--- src/rtl/serial_add_pkg.sv ---
`default_nettype none
// ============================================================================
// Module      : serial_add_pkg
// Description : Shared types and helpers for the bit-serial adder controller.
// Revision    : 1.0 - initial release
// ============================================================================
package serial_add_pkg;

  // Controller states
  typedef enum logic [1:0] {
    ST_IDLE = 2'd0,
    ST_RUN  = 2'd1,
    ST_DONE = 2'd2
  } state_t;

  // Bit-counter width: enough to index WIDTH bit positions, never below 1
  function automatic int cnt_width(input int width);
    return (width <= 2) ? 1 : $clog2(width);
  endfunction

endpackage
`default_nettype wire

--- src/rtl/serial_adder_ctrl_if.sv ---
`default_nettype none
// ============================================================================
// Module      : serial_adder_ctrl_if
// Description : Request/result bundle between a datapath and the serial adder.
// Revision    : 1.0 - initial release
// ============================================================================
interface serial_adder_ctrl_if #(
  parameter int WIDTH = 8
);
  logic             start_in;
  logic [WIDTH-1:0] a_in;
  logic [WIDTH-1:0] b_in;
  logic             carry_in;
  logic             busy_out;
  logic             done_out;
  logic [WIDTH-1:0] sum_out;
  logic             carry_out;

  // Requesting side
  modport master (
    output start_in, a_in, b_in, carry_in,
    input  busy_out, done_out, sum_out, carry_out
  );

  // Adder controller side
  modport slave (
    input  start_in, a_in, b_in, carry_in,
    output busy_out, done_out, sum_out, carry_out
  );
endinterface
`default_nettype wire

--- src/rtl/fa_cell.sv ---
`default_nettype none
// ============================================================================
// Module      : fa_cell
// Description : Combinational 1-bit full adder shared by the serial adder.
// Revision    : 1.0 - initial release
// ============================================================================
module fa_cell (
  input  wire logic a_in,
  input  wire logic b_in,
  input  wire logic carry_in,
  output logic      sum_out,
  output logic      carry_out
);
  assign sum_out   = a_in ^ b_in ^ carry_in;
  assign carry_out = (a_in & b_in) | (a_in & carry_in) | (b_in & carry_in);
endmodule
`default_nettype wire

--- src/rtl/serial_adder_ctrl.sv ---
`default_nettype none
// ============================================================================
// Module      : serial_adder_ctrl
// Description : Adds two WIDTH-bit operands one bit per clock through a single
//               full-adder cell; reports the result with a one-cycle done.
//               WIDTH must match the WIDTH of the connected interface.
// Revision    : 1.0 - initial release
// ============================================================================
module serial_adder_ctrl
  import serial_add_pkg::*;
#(
  parameter int WIDTH = 8
) (
  input  wire logic           clk,
  input  wire logic           rst,
  serial_adder_ctrl_if.slave  bus
);

  localparam int            CW         = cnt_width(WIDTH);
  localparam logic [CW-1:0] C_CNT_LAST = CW'(WIDTH - 1);

  state_t           r_state;
  logic [WIDTH-1:0] r_a;
  logic [WIDTH-1:0] r_b;
  logic [WIDTH-1:0] r_s;
  logic             r_carry;
  logic [CW-1:0]    r_cnt;
  logic [WIDTH-1:0] r_sum;
  logic             r_cout;
  logic             r_busy;
  logic             r_done;

  logic             w_s;
  logic             w_c;
  logic [WIDTH-1:0] w_s_next;

  fa_cell u_fa (
    .a_in      (r_a[0]),
    .b_in      (r_b[0]),
    .carry_in  (r_carry),
    .sum_out   (w_s),
    .carry_out (w_c)
  );

  // The new sum bit enters at the MSB so after WIDTH shifts bit 0 lands at LSB
  assign w_s_next = {w_s, r_s[WIDTH-1:1]};

  // Control FSM, operand/sum shifters, carry register and registered outputs
  always_ff @(posedge clk or posedge rst) begin
    if (rst) begin
      r_state <= ST_IDLE;
      r_a     <= '0;
      r_b     <= '0;
      r_s     <= '0;
      r_carry <= 1'b0;
      r_cnt   <= '0;
      r_sum   <= '0;
      r_cout  <= 1'b0;
      r_busy  <= 1'b0;
      r_done  <= 1'b0;
    end else begin
      case (r_state)
        ST_IDLE: begin
          r_done <= 1'b0;
          if (bus.start_in) begin
            r_a     <= bus.a_in;
            r_b     <= bus.b_in;
            r_carry <= bus.carry_in;
            r_cnt   <= '0;
            r_busy  <= 1'b1;
            r_state <= ST_RUN;
          end
        end
        ST_RUN: begin
          r_s     <= w_s_next;
          r_a     <= {1'b0, r_a[WIDTH-1:1]};
          r_b     <= {1'b0, r_b[WIDTH-1:1]};
          r_carry <= w_c;
          if (r_cnt == C_CNT_LAST) begin
            // Counter is held on the last bit so it never wraps
            r_sum   <= w_s_next;
            r_cout  <= w_c;
            r_busy  <= 1'b0;
            r_done  <= 1'b1;
            r_state <= ST_DONE;
          end else begin
            r_cnt <= r_cnt + CW'(1);
          end
        end
        ST_DONE: begin
          r_done  <= 1'b0;
          r_state <= ST_IDLE;
        end
        default: begin
          r_busy  <= 1'b0;
          r_done  <= 1'b0;
          r_state <= ST_IDLE;
        end
      endcase
    end
  end

  assign bus.busy_out  = r_busy;
  assign bus.done_out  = r_done;
  assign bus.sum_out   = r_sum;
  assign bus.carry_out = r_cout;

endmodule
`default_nettype wire

--- src/flat_wrapper.sv ---
// flat-port wrapper written by rule: the top's interface ports become plain ports
module serial_adder_ctrl_flat import serial_add_pkg::*;
#(
  parameter int WIDTH = 8
)
  (clk, rst, bus_start_in, bus_a_in, bus_b_in, bus_carry_in, bus_busy_out, bus_done_out, bus_sum_out, bus_carry_out);
  serial_adder_ctrl_if #(.WIDTH(WIDTH)) bus_i ();
  input  wire logic clk;
  input  wire logic rst;
  input wire logic [$bits(bus_i.start_in)-1:0] bus_start_in;
  input wire logic [$bits(bus_i.a_in)-1:0] bus_a_in;
  input wire logic [$bits(bus_i.b_in)-1:0] bus_b_in;
  input wire logic [$bits(bus_i.carry_in)-1:0] bus_carry_in;
  output wire logic [$bits(bus_i.busy_out)-1:0] bus_busy_out;
  output wire logic [$bits(bus_i.done_out)-1:0] bus_done_out;
  output wire logic [$bits(bus_i.sum_out)-1:0] bus_sum_out;
  output wire logic [$bits(bus_i.carry_out)-1:0] bus_carry_out;
  assign bus_i.start_in = bus_start_in;
  assign bus_i.a_in = bus_a_in;
  assign bus_i.b_in = bus_b_in;
  assign bus_i.carry_in = bus_carry_in;
  assign bus_busy_out = bus_i.busy_out;
  assign bus_done_out = bus_i.done_out;
  assign bus_sum_out = bus_i.sum_out;
  assign bus_carry_out = bus_i.carry_out;
  serial_adder_ctrl #(.WIDTH(WIDTH)) u_core (.clk(clk), .rst(rst), .bus(bus_i));
endmodule
--- config.mk ---
export PLATFORM = sky130hd
export DESIGN_NAME = serial_adder_ctrl_flat
export DESIGN_NICKNAME = d
export VERILOG_FILES = /design/src/rtl/serial_add_pkg.sv /design/src/rtl/serial_adder_ctrl_if.sv /design/src/rtl/fa_cell.sv /design/src/rtl/serial_adder_ctrl.sv /design/src/flat_wrapper.sv
export SDC_FILE = /design/constraint.sdc
export NUM_CORES = 1
export LEC_CHECK = 0
export CAP_MARGIN = 20
export CORE_MARGIN = 2
export CORE_UTILIZATION = 30
export DETAILED_ROUTE_END_ITERATION = 10
export GPL_TIMING_DRIVEN = 0
export PLACE_DENSITY = 0.51
export RECOVER_POWER = 50
export SETUP_SLACK_MARGIN = 0.3
export SYNTH_ARGS = -nofsm -noshare
export SYNTH_HDL_FRONTEND = slang
export SYNTH_SLANG_ARGS = --single-unit
--- constraint.sdc ---
create_clock -name clk -period 1.98 [get_ports clk]
set_input_delay 0.198 -clock clk [delete_from_list [all_inputs] [get_ports clk]]
set_output_delay 0.198 -clock clk [all_outputs]
set_load 0.1 [all_outputs]
---- After elaboration in Yosys (flattened, before gate mapping) ----
Cells that the tools add are included.
operators by class
  add/sub/neg operators ................... 1
  equality and inequality tests ........... 6
  multiplexer cells ....................... 17
  bitwise gates (word level) .............. 8
  reductions and logical operators ........ 7
operators with widths
  operator             count
  $pmux 8 s2           2
  $mux 8               2
  $mux 3               2
  $pmux 3 s2           1
  $reduce_and 2->1     3
  $reduce_and 3->1     2
  $mux 1               5
  $mux 2               2
  $ne 2x2->1 const B   2
  $pmux 2 s2           1
  $add 3x1->3 const B  1
  $and 1x1->1          3
  $eq 3x3->1 const B   1
  $pmux 1 s3           1
  $eq 2x1->1 const B   1
  $eq 2x2->1 const B   1
  $logic_not 2->1      1
  $ne 2x1->1 const B   1
  $or 1x1->1           2
  $pmux 1 s2           1
  $reduce_bool 2->1    1
  $xor 1x1->1          2
  $not 1->1            1
storage, ports and cells
  register bits after elaboration ......... 41
  input bits .............................. 20
  output and inout bits ................... 11

---- Logic depth before layout (Yosys ltp) ----
Gate-level depths: netlist (run 1).
  word-level depth ........................ 4
  gate-level depth with buffers ........... 6
  mapped depth without buffers ............ 5

---- Hierarchy ----
Synthesis (run 1) repeated with hierarchy kept, for this count alone.
second synthesis, totals
  cell total of the unflattened synthesis .. 164
  area total of the unflattened synthesis .. 1769.2 µm²
by module, submodules not included
  module             times used  cells an instance  area each (µm²)  sequential area each (µm²)
  serial_adder_ctrl  1           163                1749.2           1001.0
  fa_cell            1           1                  20.0             0.0

---- Worst setup path after synthesis (run 1) ----
Ideal clock, no wire load.
  kind .................................... flip-flop to flip-flop
  start ................................... register u_core.r_cnt[0]
  end ..................................... register u_core.r_cout, in the netlist u_core.bus.carry_out
  library setup time ...................... 125 ps
  arrival ................................. 1330 ps
  path slack .............................. 524 ps
  stages on the path, launching flop included .. 6
  cells stage by stage .................... dfrtp_1 -> ha_1 -> ha_1 -> buf_2 -> nand2_8 -> mux2_4
on the way
  longest elaborated chain between the ends .. 2
RTL lines
  what                        RTL line                 source
  from (decl)                 serial_adder_ctrl.sv:27  logic [CW-1:0] r_cnt;
  from (signal assigned)      serial_adder_ctrl.sv:87  r_cnt <= r_cnt + CW'(1);
  $eq 3x3->1                  serial_adder_ctrl.sv:79  if (r_cnt == C_CNT_LAST) begin
  $reduce_and 2->1 (no line)  --
  to (signal assigned)        serial_adder_ctrl.sv:82  r_cout <= w_c;
  to (decl)                   serial_adder_ctrl.sv:29  logic r_cout;
No other way between the ends.
A chain may end at the register's enable or synchronous reset.

---- Worst setup path in the final report (run 1) ----
  start ................................... register u_core.r_cnt[0]
  end ..................................... register u_core.r_sum[0], in the netlist u_core.bus.sum_out[0]
on the way
  longest elaborated chain between the ends .. 2
RTL lines
  what                        RTL line                 source
  $eq 3x3->1                  serial_adder_ctrl.sv:79
  $reduce_and 2->1 (no line)  --
  to (signal assigned)        serial_adder_ctrl.sv:81  r_sum <= w_s_next;
  to (decl)                   serial_adder_ctrl.sv:28  logic [WIDTH-1:0] r_sum;
No other way between the ends.

==> results.yml, run 1 <==
setup_path:
  crit_path_max_fanout: 10
  path_common_cell: "ha_1"
  slowest_delay_ps: 420
  reg2reg_setup_slack_ps: 420
  startpoint_type: "register"
  r2r_cells: 5
  cp_cell_sequence: "ha_1 > ha_1 > buf_2 > nand2_8 > mux2_4"
  cpMaxStageDelayCell: "dfrtp_1"
  endpoint_kind: "register"
  cp.required_ps: 2160
  path_class: "reg -> reg"
  crit_arrival_ps: 1730
clock_network:
  cts_num_sinks: 40
  cts_tree: "built"
  clock_latency_ps: 290
  cts_buffer_depth: 2
  numCtsBuffers: 5
  path_clk_slew_ps: 80
  htreeDepth: 2
  cts_root_buf: "clkbuf_8"
  postCtsSetupBuffers: 0
synth:
  yosys_warnings: 0
  synthesis.instances: 164
  yosysUniqueCellTypes: 30
  synth_seq_area_share: 0.5506
  synth_seq_cells: 40
  syn_nets: 187
  syn_area_sq_mm: 0.001818
  synth_area_per_cell_sq_um: 11.09
floorplanning:
  io_pins: 31
  initial_core_util: 0.3089
  die_area_sq_mm: 0.006699
  rows: 28
  fp.dieW_um: 81.85
  fp.dieH_um: 81.85
  core_area_sq_mm: 0.005886
finish:
  antenna_cells: 0
  final_cell_area_sq_mm: 0.002312
  layout-drive-gt1-share: 0.1980
  nets: 224
  fin_cells: 277
  synthToLayoutAreaGrowth_pct: 27.19
detailed_routing:
  drt_wl_total_mm: 3.671
  drt.antenna.violating_nets: 0
  drt_iter0_drc: 64
  drt-vias-per-instance: 4.664
  drc: 0
  wire_per_inst_um: 13.25
  vias: 1292
  dr.pass1.iters: 4
global_route:
  grt-ovfl-total: 0
  antenna_found_initial: 0
  grt_pass1_vias: 1322
  grt_max_degree: 41
  grt_pass1_wl_mm: 6.327
  grt_usage: 0.1251
placed_design:
  gp_congestion: 0.7086
  port_buffers: 30
  dp_hpwl_mm: 2.426
  dpl_cell_area_sq_mm: 0.002212
  dpl.cell_count: 269
flow_run:
  cap_violations: 0
hold_path:
  hp-class: "in -> reg"
  worstHoldPathCells: 3
timing:
  timing.final.crit_share: 0.7864
  hold_slack_ps: 485.8
  max_freq_ghz: 0.6422
  period_minus_slack_ps: 1557
  slew_viol_final: 0
  finalSetupViolations: 0
  rsz0062_at_grt: "false"
  finalSetupTns_ps: 0
  slew-limit-headroom: 0.4285
  hold_viol_final: 0
  tightest_slew_ps: 855.9
  skew_ps: 5.541
power:
  p_leak_nw: 1.087
  irDropWorstVdd_uv: 665.8
  pwr_density_cell_mw_per_mm2: 1827
run_status:
  status: "finished clean"
placed cells by master (no fill, tap or decap), types with 3 or more instances in the layout:
master and n:
clkdlybuf4s50_1 18, dfrtp_1 40, inv_1 11, a32oi_1 8, a21oi_1 7, clkbuf_1 4, clkbuf_8 7, o21a_1 8
clkbuf_2 6, nand2_1 22, o21ai_0 4, o2bb2ai_1 3, mux2_4 9, o22ai_1 5, clkdlybuf4s15_2 5, nor2_1 17
registers in the layout (all words and copies together), names as in the netlist:
| name | cells |
|---|---|
| u_core.bus.sum_out | 8 |
| u_core.bus.carry_out | 1 |
| u_core.r_b | 8 |
| u_core.r_carry | 1 |
| u_core.bus.busy_out | 1 |
| u_core.r_cnt | 3 |
| u_core.bus.done_out | 1 |
| u_core.r_state | 2 |
| u_core.r_a | 8 |
| u_core.r_s | 7 |
worst paths after layout:
kind	start	to
max in group asynchronous	rst	u_core.r_b[0]
min reg2reg	u_core.r_s[1]	u_core.r_s[1]
max reg2reg	u_core.r_cnt[0]	u_core.bus.sum_out[0]
min	bus_b_in[7]	u_core.r_b[7]
min in group asynchronous	rst	u_core.bus.sum_out[3]
max	u_core.r_cnt[0]	u_core.bus.sum_out[0]
metal layers:
metal	wire (um)	GRT usage	vias to the layer above
met5	0	0	-
met4	44	0.04500	0
met3	154	0.03297	7
met2	1631	0.1943	27
met1	1841	0.1679	618
li1	-	-	640
timing repair:
| action | in CTS | in global routing |
|---|---|---|
| hold buffers | 0 | 0 |
| resized for setup | 27 | 6 |
| endpoints found under the hold margin | 0 | 0 |
| setup endpoints to repair | 11 | 6 |
worst max-delay path, delay by kind of cell (launching register included):
kind                     cells  cell delay [ps]
multiplexers                 1              310
AND/OR/NAND/NOR              1              150
flip-flops                   1              420
adder cells (fa/ha/maj)      2              380
buffers and inverters        1              190
cells in the mapped netlist:
cell / count / share of area
a32oi_1: 8 / 0.039
clkinv_1: 1 / 0.0021
nand2_1: 22 / 0.045
o21ai_0: 4 / 0.011
o22ai_1: 5 / 0.017
nor2b_4: 1 / 0.0076
clkbuf_1: 2 / 0.0041
fa_1: 1 / 0.011
o221a_2: 2 / 0.012
ha_1: 2 / 0.014
o2bb2ai_1: 3 / 0.014
nor2b_1: 1 / 0.0034
a32o_1: 1 / 0.0055
nor2_2: 1 / 0.0034
buf_2: 4 / 0.011
buf_6: 1 / 0.0062
buf_4: 2 / 0.0083
inv_1: 12 / 0.025
nand2_8: 1 / 0.011
o21ba_2: 1 / 0.0055
nor3_1: 1 / 0.0028
nand3b_1: 2 / 0.0083
nor2_1: 17 / 0.035
dfrtp_1: 40 / 0.55
o21a_1: 8 / 0.033
a22o_1: 1 / 0.0048
nand2b_1: 2 / 0.0069
a21oi_1: 7 / 0.019
a22oi_1: 2 / 0.0083
mux2_4: 9 / 0.074
where the power goes:
part / switching, mW / internal, mW
Sequential: 0.222 / 1.20
Combinational: 1.36 / 0.717
Clock: 0.281 / 0.445
cell type report:
class	instances	area, sq um
tap	75	93.84
inverter	13	48.80
buffer	9	51.30
multi-input combinational	102	714.4
timing repair buffer	30	276.5
clock buffer	7	96.34
clock inverter	1	30.03
fill	604	3573
sequential	40	1001
cells by family (layout without fill, tap and decap cells):
| family | after synthesis | in the layout | synth area share |
|---|---|---|---|
| AND/OR/NAND/NOR | 48 | 48 | 0.1239 |
| AO/OA/AOI/OAI | 42 | 42 | 0.1700 |
| flip-flops | 40 | 40 | 0.5506 |
| buffers and inverters | 22 | 60 | 0.05643 |
| multiplexers | 9 | 9 | 0.07433 |
| adder cells (fa/ha/maj) | 3 | 3 | 0.02477 |
per-stage QoR:
stage | total power, mW | util | setup slack (ps)
6_report | 4.224 | 0.3929 | 422.9
5_1_grt | 4.539 | 0.3929 | 345.0
4_1_cts | 4.307 | 0.3984 | 303.3
3_5_place_dp | 3.608 | 0.3759 | 285.5
3_3_place_gp | 3.579 | 0.3759 | -95.45
2_1_floorplan | 3.122 | - | 524.3
No activity file was read; power rests on OpenSTA's default activity.
==> inputs of run 2 (changes only) <==
--- a/config.mk
+++ b/config.mk
@@ -10,7 +10,7 @@
 export CORE_UTILIZATION = 30
 export DETAILED_ROUTE_END_ITERATION = 10
 export GPL_TIMING_DRIVEN = 0
-export PLACE_DENSITY = 0.51
+export PLACE_DENSITY = 0.53
 export RECOVER_POWER = 50
 export SETUP_SLACK_MARGIN = 0.3
 export SYNTH_ARGS = -nofsm -noshare
==> constraint.sdc (replaced) <==
create_clock -name clk -period 1.43 [get_ports clk]
set_input_delay 0.143 -clock clk [delete_from_list [all_inputs] [get_ports clk]]
set_output_delay 0.143 -clock clk [all_outputs]
set_load 0.1 [all_outputs]
==> results.yml, run 2 (synthesis results as in run 1) <==
detailed_routing:
  met2_length_mm: 2.046
  met3_length_um: 186
  vias: 1438
  maxUsedRoutingLayer: "met4"
  m1WireLength_mm: 1.967
  drc: 0
  drt_iter0_drc: 28
  drt_wl_total_mm: 4.257
  drt.antenna.violating_nets: 0
  dr.pass1.iters: 4
  wire_per_inst_um: 14.24
  drt-vias-per-instance: 4.809
timing:
  rsz0062_at_grt: "true"
  slew_viol_final: 0
  max_freq_ghz: 0.7133
  finalSetupViolations: 0
  hold_viol_final: 0
  tightest_slew_ps: 857.3
  finalSetupTns_ps: 0
  skew_ps: 6.068
  slew-limit-headroom: 0.4277
  timing.final.crit_share: 0.9804
  period_minus_slack_ps: 1402
setup_path:
  critPathTopFamily: "flip-flops"
  endpoint_kind: "register"
  startpoint_type: "register"
  crit_path_max_fanout: 10
  cp_cell_sequence: "ha_2 > ha_4 > buf_12 > nand2_8 > mux2_4"
  r2r-start: "u_core.r_cnt[1]"
  worst-path-buf-inv: 1
  cp.required_ps: 1610
  r2r_cells: 5
  r2r_end: "u_core.bus.sum_out[2]"
  crit_cells: 5
  crit_arrival_ps: 1580
  path_class: "reg -> reg"
  slowest_delay_ps: 390
  cp-startpoint: "u_core.r_cnt[1]"
  cpMaxStageDelayCell: "dfrtp_1"
  reg2reg_setup_slack_ps: 30
  crit_end: "u_core.bus.sum_out[2]"
flow_run:
  cap_violations: 0
clock_network:
  postCtsHoldBufs: 0
  cts_tree: "built"
  cts_buffer_depth: 2
  numCtsBuffers: 5
  clock_latency_ps: 290
  cts_root_buf: "clkbuf_8"
  htreeDepth: 2
  cts_num_sinks: 40
  path_clk_slew_ps: 80
power:
  pwr_density_cell_mw_per_mm2: 2488
  irDropWorstVdd_uv: 1126
  p_leak_nw: 1.280
  total_power_mw: 6.911
floorplanning:
  rows: 28
  fp.dieH_um: 81.85
  initial_core_util: 0.3089
  io_pins: 31
  core_area_sq_mm: 0.005886
  fp.dieW_um: 81.85
  die_area_sq_mm: 0.006699
finish:
  layout_common_cells: "38 x dfrtp_1, 19 x buf_4, 17 x buf_6, 17 x clkdlybuf4s50_1, 15 x nand2_1"
  layout-drive-gt1-share: 0.4420
  nets: 246
  antenna_cells: 0
  fillers: 564
  layout_commonest_cell: "dfrtp_1"
  synthToLayoutAreaGrowth_pct: 52.79
global_route:
  grt_max_degree: 41
  antenna_found_initial: 0
  grt_pass1_wl_mm: 6.727
  grt_pass1_vias: 1425
  grt_usage: 0.1333
  grt-ovfl-total: 0
placed_design:
  port_buffers: 30
  dp_hpwl_mm: 2.438
  gp_congestion: 0.7288
hold_path:
  hp-class: "in -> reg"
run_status:
  status: "finished clean"
[run 2: timing repair]
item | in CTS | in global routing
setup endpoints to repair | 45 | 48
buffers inserted | 11 | 7
gates cloned | 3 | 1
pin swaps | 7 | 20
resized for setup | 87 | 53
[run 2: metrics by stage]
stage / std cells / hold WS, ps / utilization / setup WS [ps] / area, sq um
final: 299 / 413.7 / 0.4719 / 27.98 / 2778
after global routing: 299 / 440.4 / 0.4719 / -19.41 / 2778
after CTS: 291 / 379.3 / 0.4313 / 18.20 / 2539
after detailed placement: 269 / 463.2 / 0.3829 / -197.1 / 2253
after global placement: 269 / 462.4 / 0.3829 / -720.4 / 2253
after floorplan: 164 / 279.0 / - / 51.11 / 1859
[run 2: worst min path at each step]
stage                  start             to  slack [ps]  depth (start not counted)
2_1_floorplan    bus_b_in[7]  u_core.r_b[7]         280                          2
3_3_place_gp   u_core.r_s[1]  u_core.r_s[1]         460                          2
3_5_place_dp   u_core.r_s[1]  u_core.r_s[1]         460                          2
4_1_cts                  rst  u_core.r_s[5]         380                          2
5_1_grt          bus_b_in[7]  u_core.r_b[7]         440                          3
6_report         bus_b_in[7]  u_core.r_b[7]         410                          3
[run 2: final cells by class]
class                   instances  area [sq um]  area share
clock inverters                 1         30.03     0.01081
well taps                      75         93.84     0.03378
inverters                      13         53.80     0.01937
clock buffers                   7         96.34     0.03468
repair buffers                 50         464.2      0.1671
flip-flops and latches         40          1003      0.3613
multi-input cells             104         929.6      0.3347
plain buffers                   9         106.4     0.03829
[run 2: power breakdown]
group	leakage (nW)	internal [mW]	switching, mW
registers	0.484	1.66	0.389
clock network	0.0645	0.616	0.402
logic	0.732	1.63	2.21
total	1.28	3.91	3.00
[run 2: layer usage]
layer  global-route usage  vias up
met5                    0        -
met4              0.05833        0
met3              0.03626        5
met2               0.2041       32
met1               0.1763      713
li1                     -      688
[run 2: worst register-to-register path: cells and delay by family (launching register included)]
kind / cells / cell delay (ps)
multiplexers: 1 / 300
flip-flops: 1 / 390
buffers and inverters: 1 / 140
adder cells (fa/ha/maj): 2 / 360
AND/OR/NAND/NOR: 1 / 90
==> inputs of run 3 (changes only) <==
--- a/config.mk
+++ b/config.mk
@@ -5,7 +5,6 @@
 export SDC_FILE = /design/constraint.sdc
 export NUM_CORES = 1
 export LEC_CHECK = 0
-export CAP_MARGIN = 20
 export CORE_MARGIN = 2
 export CORE_UTILIZATION = 30
 export DETAILED_ROUTE_END_ITERATION = 10
==> results of run 3 <==
Same layout as run 2: the final DEF is identical, and so are final timing and power.
